--- config.mk ---
export PLATFORM = sky130hd
export DESIGN_NAME = fifo_write_ctrl
export DESIGN_NICKNAME = d
export VERILOG_FILES = /design/src/rtl/fifo_write_ctrl.sv
export SDC_FILE = /design/constraint.sdc
export NUM_CORES = 1
export LEC_CHECK = 0
export BUFFER_PORTS_ARGS = -buffer_cell sky130_fd_sc_hd__buf_2
export CORE_ASPECT_RATIO = 0.9
export CORE_UTILIZATION = 49
export CTS_CLUSTER_DIAMETER = 80
export DETAILED_ROUTE_END_ITERATION = 10
export GPL_TIMING_DRIVEN = 0
export PLACE_DENSITY = 0.77
export SLEW_MARGIN = 20
export SYNTH_ARGS = -nofsm -noshare
export SYNTH_HDL_FRONTEND = slang
export SYNTH_SLANG_ARGS = --single-unit
--- constraint.sdc ---
create_clock -name w_clk -period 2.7 [get_ports w_clk]
set_clock_uncertainty 0.15 [all_clocks]
set_input_delay 0.27 -clock w_clk [delete_from_list [all_inputs] [get_ports w_clk]]
set_output_delay 0.27 -clock w_clk [all_outputs]
set_load 0.005 [all_outputs]
--- src/rtl/fifo_write_ctrl.sv ---
// fifo_write_ctrl: packetising write-side producer for the async FIFO (optional padding via WCTRL_PAD_EN)
module fifo_write_ctrl #(
    parameter int         PKT_LEN  = 64,
    parameter logic [7:0] PAD_BYTE = 8'h00,
    parameter int         CNT_W    = 8
) (
    input  logic             w_clk,
    input  logic             rst,
    input  logic [7:0]       in_data,
    input  logic             in_valid,
    input  logic             in_last,
    output logic             in_ready,
    input  logic             full,
    output logic             w_en,
    output logic [7:0]       w_data,
    output logic             pkt_done,
    output logic [CNT_W-1:0] pkt_count,
    output logic             busy
);
    localparam int BW = $clog2(PKT_LEN);
    localparam logic [BW-1:0] LAST_BEAT = BW'(PKT_LEN - 1);
`ifdef WCTRL_PAD_EN
    localparam bit PAD_EN = 1'b1;
    typedef enum logic [1:0] {IDLE, STREAM, PAD} state_t;
`else
    localparam bit PAD_EN = 1'b0;
    typedef enum logic [0:0] {IDLE, STREAM} state_t;
`endif

    state_t           state_q, state_d;
    logic             hold_valid_q, hold_valid_d;
    logic [7:0]       hold_data_q, hold_data_d;
    logic             hold_last_q, hold_last_d;
    logic [BW-1:0]    beat_q, beat_d;
    logic [CNT_W-1:0] pkt_count_q, pkt_count_d;
    logic             pkt_done_q, pkt_done_d;
    logic             in_pad, accept, last_wr, wrap, short_end;

    // write strobe, hold register handshake and packet beat accounting
    always_comb begin
        in_pad = 1'b0;
`ifdef WCTRL_PAD_EN
        in_pad = state_q == PAD;
`endif
        w_en = in_pad ? !full : hold_valid_q & !full;
        w_data = in_pad ? PAD_BYTE : hold_data_q;
        in_ready = !in_pad & (!hold_valid_q | w_en);
        accept = in_valid & in_ready;
        last_wr = w_en & !in_pad & hold_last_q;
        wrap = w_en & (beat_q == LAST_BEAT);
        short_end = last_wr & !wrap;
        pkt_done_d = wrap | (short_end & !PAD_EN);
        beat_d = !w_en ? beat_q : pkt_done_d ? '0 : beat_q + BW'(1);
        hold_valid_d = accept | (hold_valid_q & !(w_en & !in_pad));
        hold_data_d = accept ? in_data : hold_data_q;
        hold_last_d = accept ? in_last : hold_last_q;
        pkt_count_d = pkt_count_q + CNT_W'(pkt_done_d);
        busy = hold_valid_q | (state_q != IDLE);
    end

    // frame FSM: a short frame end either pads out the packet or closes it early
    always_comb begin
        state_d = state_q;
        if (in_pad) begin
            if (wrap) state_d = IDLE;
        end
`ifdef WCTRL_PAD_EN
        else if (short_end) state_d = PAD;
`endif
        else if (last_wr) state_d = accept ? STREAM : IDLE;
        else if (accept | hold_valid_q) state_d = STREAM;
    end

    // state and datapath registers; reset discards any held byte or pad in progress
    always_ff @(posedge w_clk) begin
        if (rst) begin
            state_q      <= IDLE;
            hold_valid_q <= 1'b0;
            hold_data_q  <= 8'h00;
            hold_last_q  <= 1'b0;
            beat_q       <= '0;
            pkt_count_q  <= '0;
            pkt_done_q   <= 1'b0;
        end else begin
            state_q      <= state_d;
            hold_valid_q <= hold_valid_d;
            hold_data_q  <= hold_data_d;
            hold_last_q  <= hold_last_d;
            beat_q       <= beat_d;
            pkt_count_q  <= pkt_count_d;
            pkt_done_q   <= pkt_done_d;
        end
    end

    assign pkt_done  = pkt_done_q;
    assign pkt_count = pkt_count_q;
endmodule

======== After elaboration in Yosys (flattened, before gate mapping) ========
Cells that the tools add are included.
cells by class
  bitwise logic cells ..................... 11
  reductions and logical operators ........ 5
  multiplexer cells ....................... 4
  add/sub/neg operators ................... 2
  equality and inequality tests ........... 1
operator list
  operator             count
  $add 8x1->8          1
  $add 6x1->6 const B  1
  $and 1x1->1          6
  $eq 6x6->1 const B   1
  $mux 6               1
  $or 1x1->1           5
  $logic_not 1->1      4
  $mux 1               3
  $reduce_bool 2->1    1
word-level totals
  word-level logic and storage cells ...... 30
  bits of input ports ..................... 13
  flip-flop bits (word level) ............. 26
  output and inout bits ................... 20

======== Logic depth before layout (Yosys ltp) ========
  word-level depth ........................ 7
  depth in mapped cells ................... 9
  mapped depth without buffers ............ 9

======== Least setup slack after synthesis ========
OpenSTA, ideal clock, no wires.
  path kind ............................... flip-flop to flip-flop
  from .................................... register beat_q[0]
  to ...................................... register pkt_count_q[6], in the netlist pkt_count[6]
  arrival time ............................ 1978 ps
  setup time .............................. 71 ps
  data required time ...................... 2479 ps
  period minus slack after synthesis ...... 2198 ps
  slack ................................... 502 ps
  path buffers ............................ 0
  cell stages (with the launch flop) ...... 10
  cell sequence ........................... dfxtp_1 ha_1 nand2_1 or3_1 nand2_1 ha_1 ha_1 nand3_1 or3_1 a21oi_1
between the ends
  longest elaborated chain between the ends .. 6
ends and longest elaborated chain
  element                 line  source
  from (decl)             34    logic [BW-1:0] beat_q, beat_d;
  from (signal assigned)  89    beat_q <= beat_d;
  $eq 6x6->1 *            50    wrap = w_en & (beat_q == LAST_BEAT);
  $and 1x1->1 *           50
  $logic_not 1->1         51    short_end = last_wr & !wrap;
  $and 1x1->1             51
  $or 1x1->1 *            52    pkt_done_d = wrap | (short_end & !PAD_EN);
  via pkt_done_d          36    logic pkt_done_q, pkt_done_d;
  $add 8x1->8 *           57    pkt_count_d = pkt_count_q + CNT_W'(pkt_done_d);
  to (signal assigned)    90    pkt_count_q <= pkt_count_d;
  to (decl)               35    logic [CNT_W-1:0] pkt_count_q, pkt_count_d;
Mark *: on every way through the listed nets, which the timed path passes. The rest lies on a longest branch.
A chain may end at the register's enable or synchronous reset.

======== Final worst setup path ========
Ends and elaborated chain as after synthesis.

==> metrics.md <==
| Metric | Value |
|---|---|
| GRT overflow | `0` |
| Synth cell types | `31` |
| VDD IR max | `roughly 0.41 mV` |
| Clk root buf | `clkbuf_4` |
| Die W | `51.3 um` |
| Worst path depth | `9` |
| Worst path arrival time | `2.57 ns` |
| Post-CTS Setup Inserts | `0` |
| Post-CTS Resized | `0` |
| Max_cap viols | `0` |
| Clock transition at path regs | `approximately 0.14 ns` |
| Outcome | `completed` |
| Hold Vio Cnt, Final | `0` |
| I/O Pins | `33` |
| Cell count after synthesis | `roughly 120` |
| Crit Path Category | `flop to flop` |
| Number of buffers created by CTS | `3` |
| Fin crit share | `91.4%` |
| Worst Reg-to-Reg Cells | `9` |
| CP peak stage delay | `between 0.4 and 0.5 ns` |
| Ant diodes | `0` |
| Starting Density | `54.0%` |
| WP buf/inv | `0` |
| WL/cell | `11.6 um` |
| Routability congestion estimate | `about 0.84` |
| Top FF cell, synth | `dfxtp_1` |
| Die Area | `0.00238 mm^2` |
| Relative slew margins | `57.0%` |
| Area contributors post-synth | `dfxtp_1 (48%), nand2_1 (9.8%), a21oi_1 (7.5%)` |
| Ys Warns | `0` |
| Netlist Area Pre-Place | `~0.0011 mm^2` |
| Post-synth EDFFs | `0` |
| ANT nets after route | `0` |
| Fin crit period | `approximately 2.5 ns` |
| Most instantiated library cell after synthesis | `nand2_1` |
| Worst-path cell chain | `ha_1, nand2_1, or3_1, nand2_1, ha_1, ha_1, nand3_1, or3_1, a21oi_1` |
| PortBufs | `32` |
| RSZ-0062 raised after global routing | `no` |
| Final setup vio count | `0` |
| Post-synthesis async set-or-reset flop share | `0%` |
| First-pass GRT wire length | `around 3.3 mm` |
| Fin nets | `~180` |
| CTS sink cnt | `26` |
| Filler cell count | `just under 200` |
| Largest delay share family, worst path | `simple AND/OR/NAND/NOR gates` |
| CTS tree | `built` |
| Area share of the largest cell type after synthesis | `roughly 48%` |
| Leakage power | `0.605 nW` |
| Htree depth | `1` |
| Worst skew pair latency | `0.32 ns` |
| CP Capture Type | `flop` |
| Largest net degree at the start of global routing | `15` |
| Vias/cell | `~5.2` |
| Iter 0 DRT Violations | `11` |
| Max-slew violations | `0` |
| Pwr/cell area | `501 mW/mm^2` |
| Hold Crit Class | `input pin to flop` |
| Post-Layout Cell Count | `around 190` |
| Post-synth top cells | `nand2_1 (28), dfxtp_1 (26), a21oi_1 (16)` |
| Worst Path Max Fanout | `5` |
| DR pass1 iterations | `4` |
| Post-synthesis sequential area ratio | `48.5%` |
| Post-CTS Hold Buffers | `0` |
| Total Wirelength | `approximately 2.1 mm` |
| Area leader, netlist | `dfxtp_1` |
| Post-DP HPWL | `1.62 mm` |
| GRT Resource Usage Total | `between 10% and 20%` |
| WP data required | `around 2.8 ns` |
| Crit path launch type | `flop` |
| CP dominant cell by count | `ha_1` |
| Layout cells sized above 1 | `25.6%` |
| Vias in the first global route | `approximately 800` |
| Die Ht | `between 40 and 50 um` |
| Longest Clk Path Bufs | `2` |
| Placed insts | `181` |
| Initial antenna violation count | `0` |
| Hold Path Cell Cnt | `3` |
| Via count of the routed design | `963` |
| Core Area | `between 0.0015 and 0.002 mm^2` |
| Mean Syn Cell Area | `between 8 and 9 um^2` |
| Synth-to-layout area growth | `21.2%` |
| Fmax | `a little over 0.4 GHz` |
| Post-route DRC violation count | `0` |
| Register bit total from synthesis | `26` |
| Setup TNS | `0 ns` |
| Slew @ Worst Pin | `about 0.64 ns` |
| Slowest CP cell | `dfxtp_1` |
| FP Rows | `15` |
| Synth Net Count | `140` |
-- power by group --
group          total (mW)  internal [mW]  leakage [nW]  switching, mW
registers           0.401          0.395         0.212        0.00594
logic              0.0599         0.0272         0.373         0.0328
clock network       0.191         0.0824        0.0210          0.109
-- placed cells by master, fill, tap and decap left out, types with 2 or more instances in the layout --
master / netlist / layout
nand3_1: 5 / 5
inv_1: 3 / 3
dfxtp_1: 26 / 26
clkbuf_1: 3 / 3
or3_1: 5 / 5
nor2b_1: 2 / 2
xor2_1: 3 / 3
buf_2: 0 / 32
o21ai_0: 5 / 5
a21oi_1: 16 / 16
ha_1: 3 / 3
nand2_1: 28 / 28
nor2_1: 6 / 6
clkbuf_4: 0 / 3
-- layer usage --
metal  global-route usage (%)  vias to the layer above  wire [um]
met4                     4.86                        0         15
li1                         -                      502          -
met2                     33.7                       22       1000
met1                     23.1                      437       1020
met5                        0                        -          0
met3                     6.93                        2        101
-- worst reg2reg max path: cells and delay by family, from the launching register on --
family / cells / cell delay (ns)
fa+ha+maj: 3 / 0.61
compound gates: 1 / 0.14
flops: 1 / 0.43
simple gates: 5 / 1.06
-- cells by family (layout without fill, tap and decap cells) --
logic type               after synthesis  after routing  share of synthesized area (%)
AND/OR/NAND/NOR                       55             55                           26.1
AO/OA/AOI/OAI                         29             29                           15.9
flip-flops                            26             26                           48.5
buffers and inverters                  7             43                           2.80
XOR/XNOR                               4              4                           3.26
adder cells (fa/ha/maj)                3              3                           3.50
-- sequential cells by signal, summed over array words and instances, names as in the netlist --
signal        flops
pkt_count         8
w_data            8
beat_q            6
hold_last_q       1
hold_valid_q      1
pkt_done          1
state_q           1
-- per-stage QoR --
stage	instance area, um^2	power [mW]	setup slack, ns	hold WS [ns]	utilization [%]
after CTS	1300	0.658	0.249	0.0148	65.4
after floorplan	1070	0.442	0.502	0.237	-
after global placement	1260	0.468	0.334	0.288	63.6
after global routing	1300	0.689	0.0378	0.00222	65.4
after detailed placement	1260	0.469	0.301	0.296	63.6
final	1300	0.652	0.233	0.0167	65.4
-- final timing paths --
path | startpoint | endpoint | slack [ns]
min | in_data[5] | w_data[5] | 0.02
max | beat_q[0] | pkt_count[6] | 0.23
min reg2reg | w_data[0] | w_data[0] | 0.31
max reg2reg | beat_q[0] | pkt_count[6] | 0.23
-- area by class of cell --
| type | count | area, um^2 | area share (%) |
|---|---|---|---|
| multi-input cells | 91 | 523 | 40.2 |
| flip-flops and latches | 26 | 520 | 40.0 |
| repair buffers | 32 | 160 | 12.3 |
| clock buffers | 4 | 36.3 | 2.79 |
| well taps | 25 | 31.3 | 2.40 |
| plain buffers | 4 | 18.8 | 1.44 |
| inverters | 3 | 11.3 | 0.865 |
Note: power is estimated with default switching activity, not from simulation.
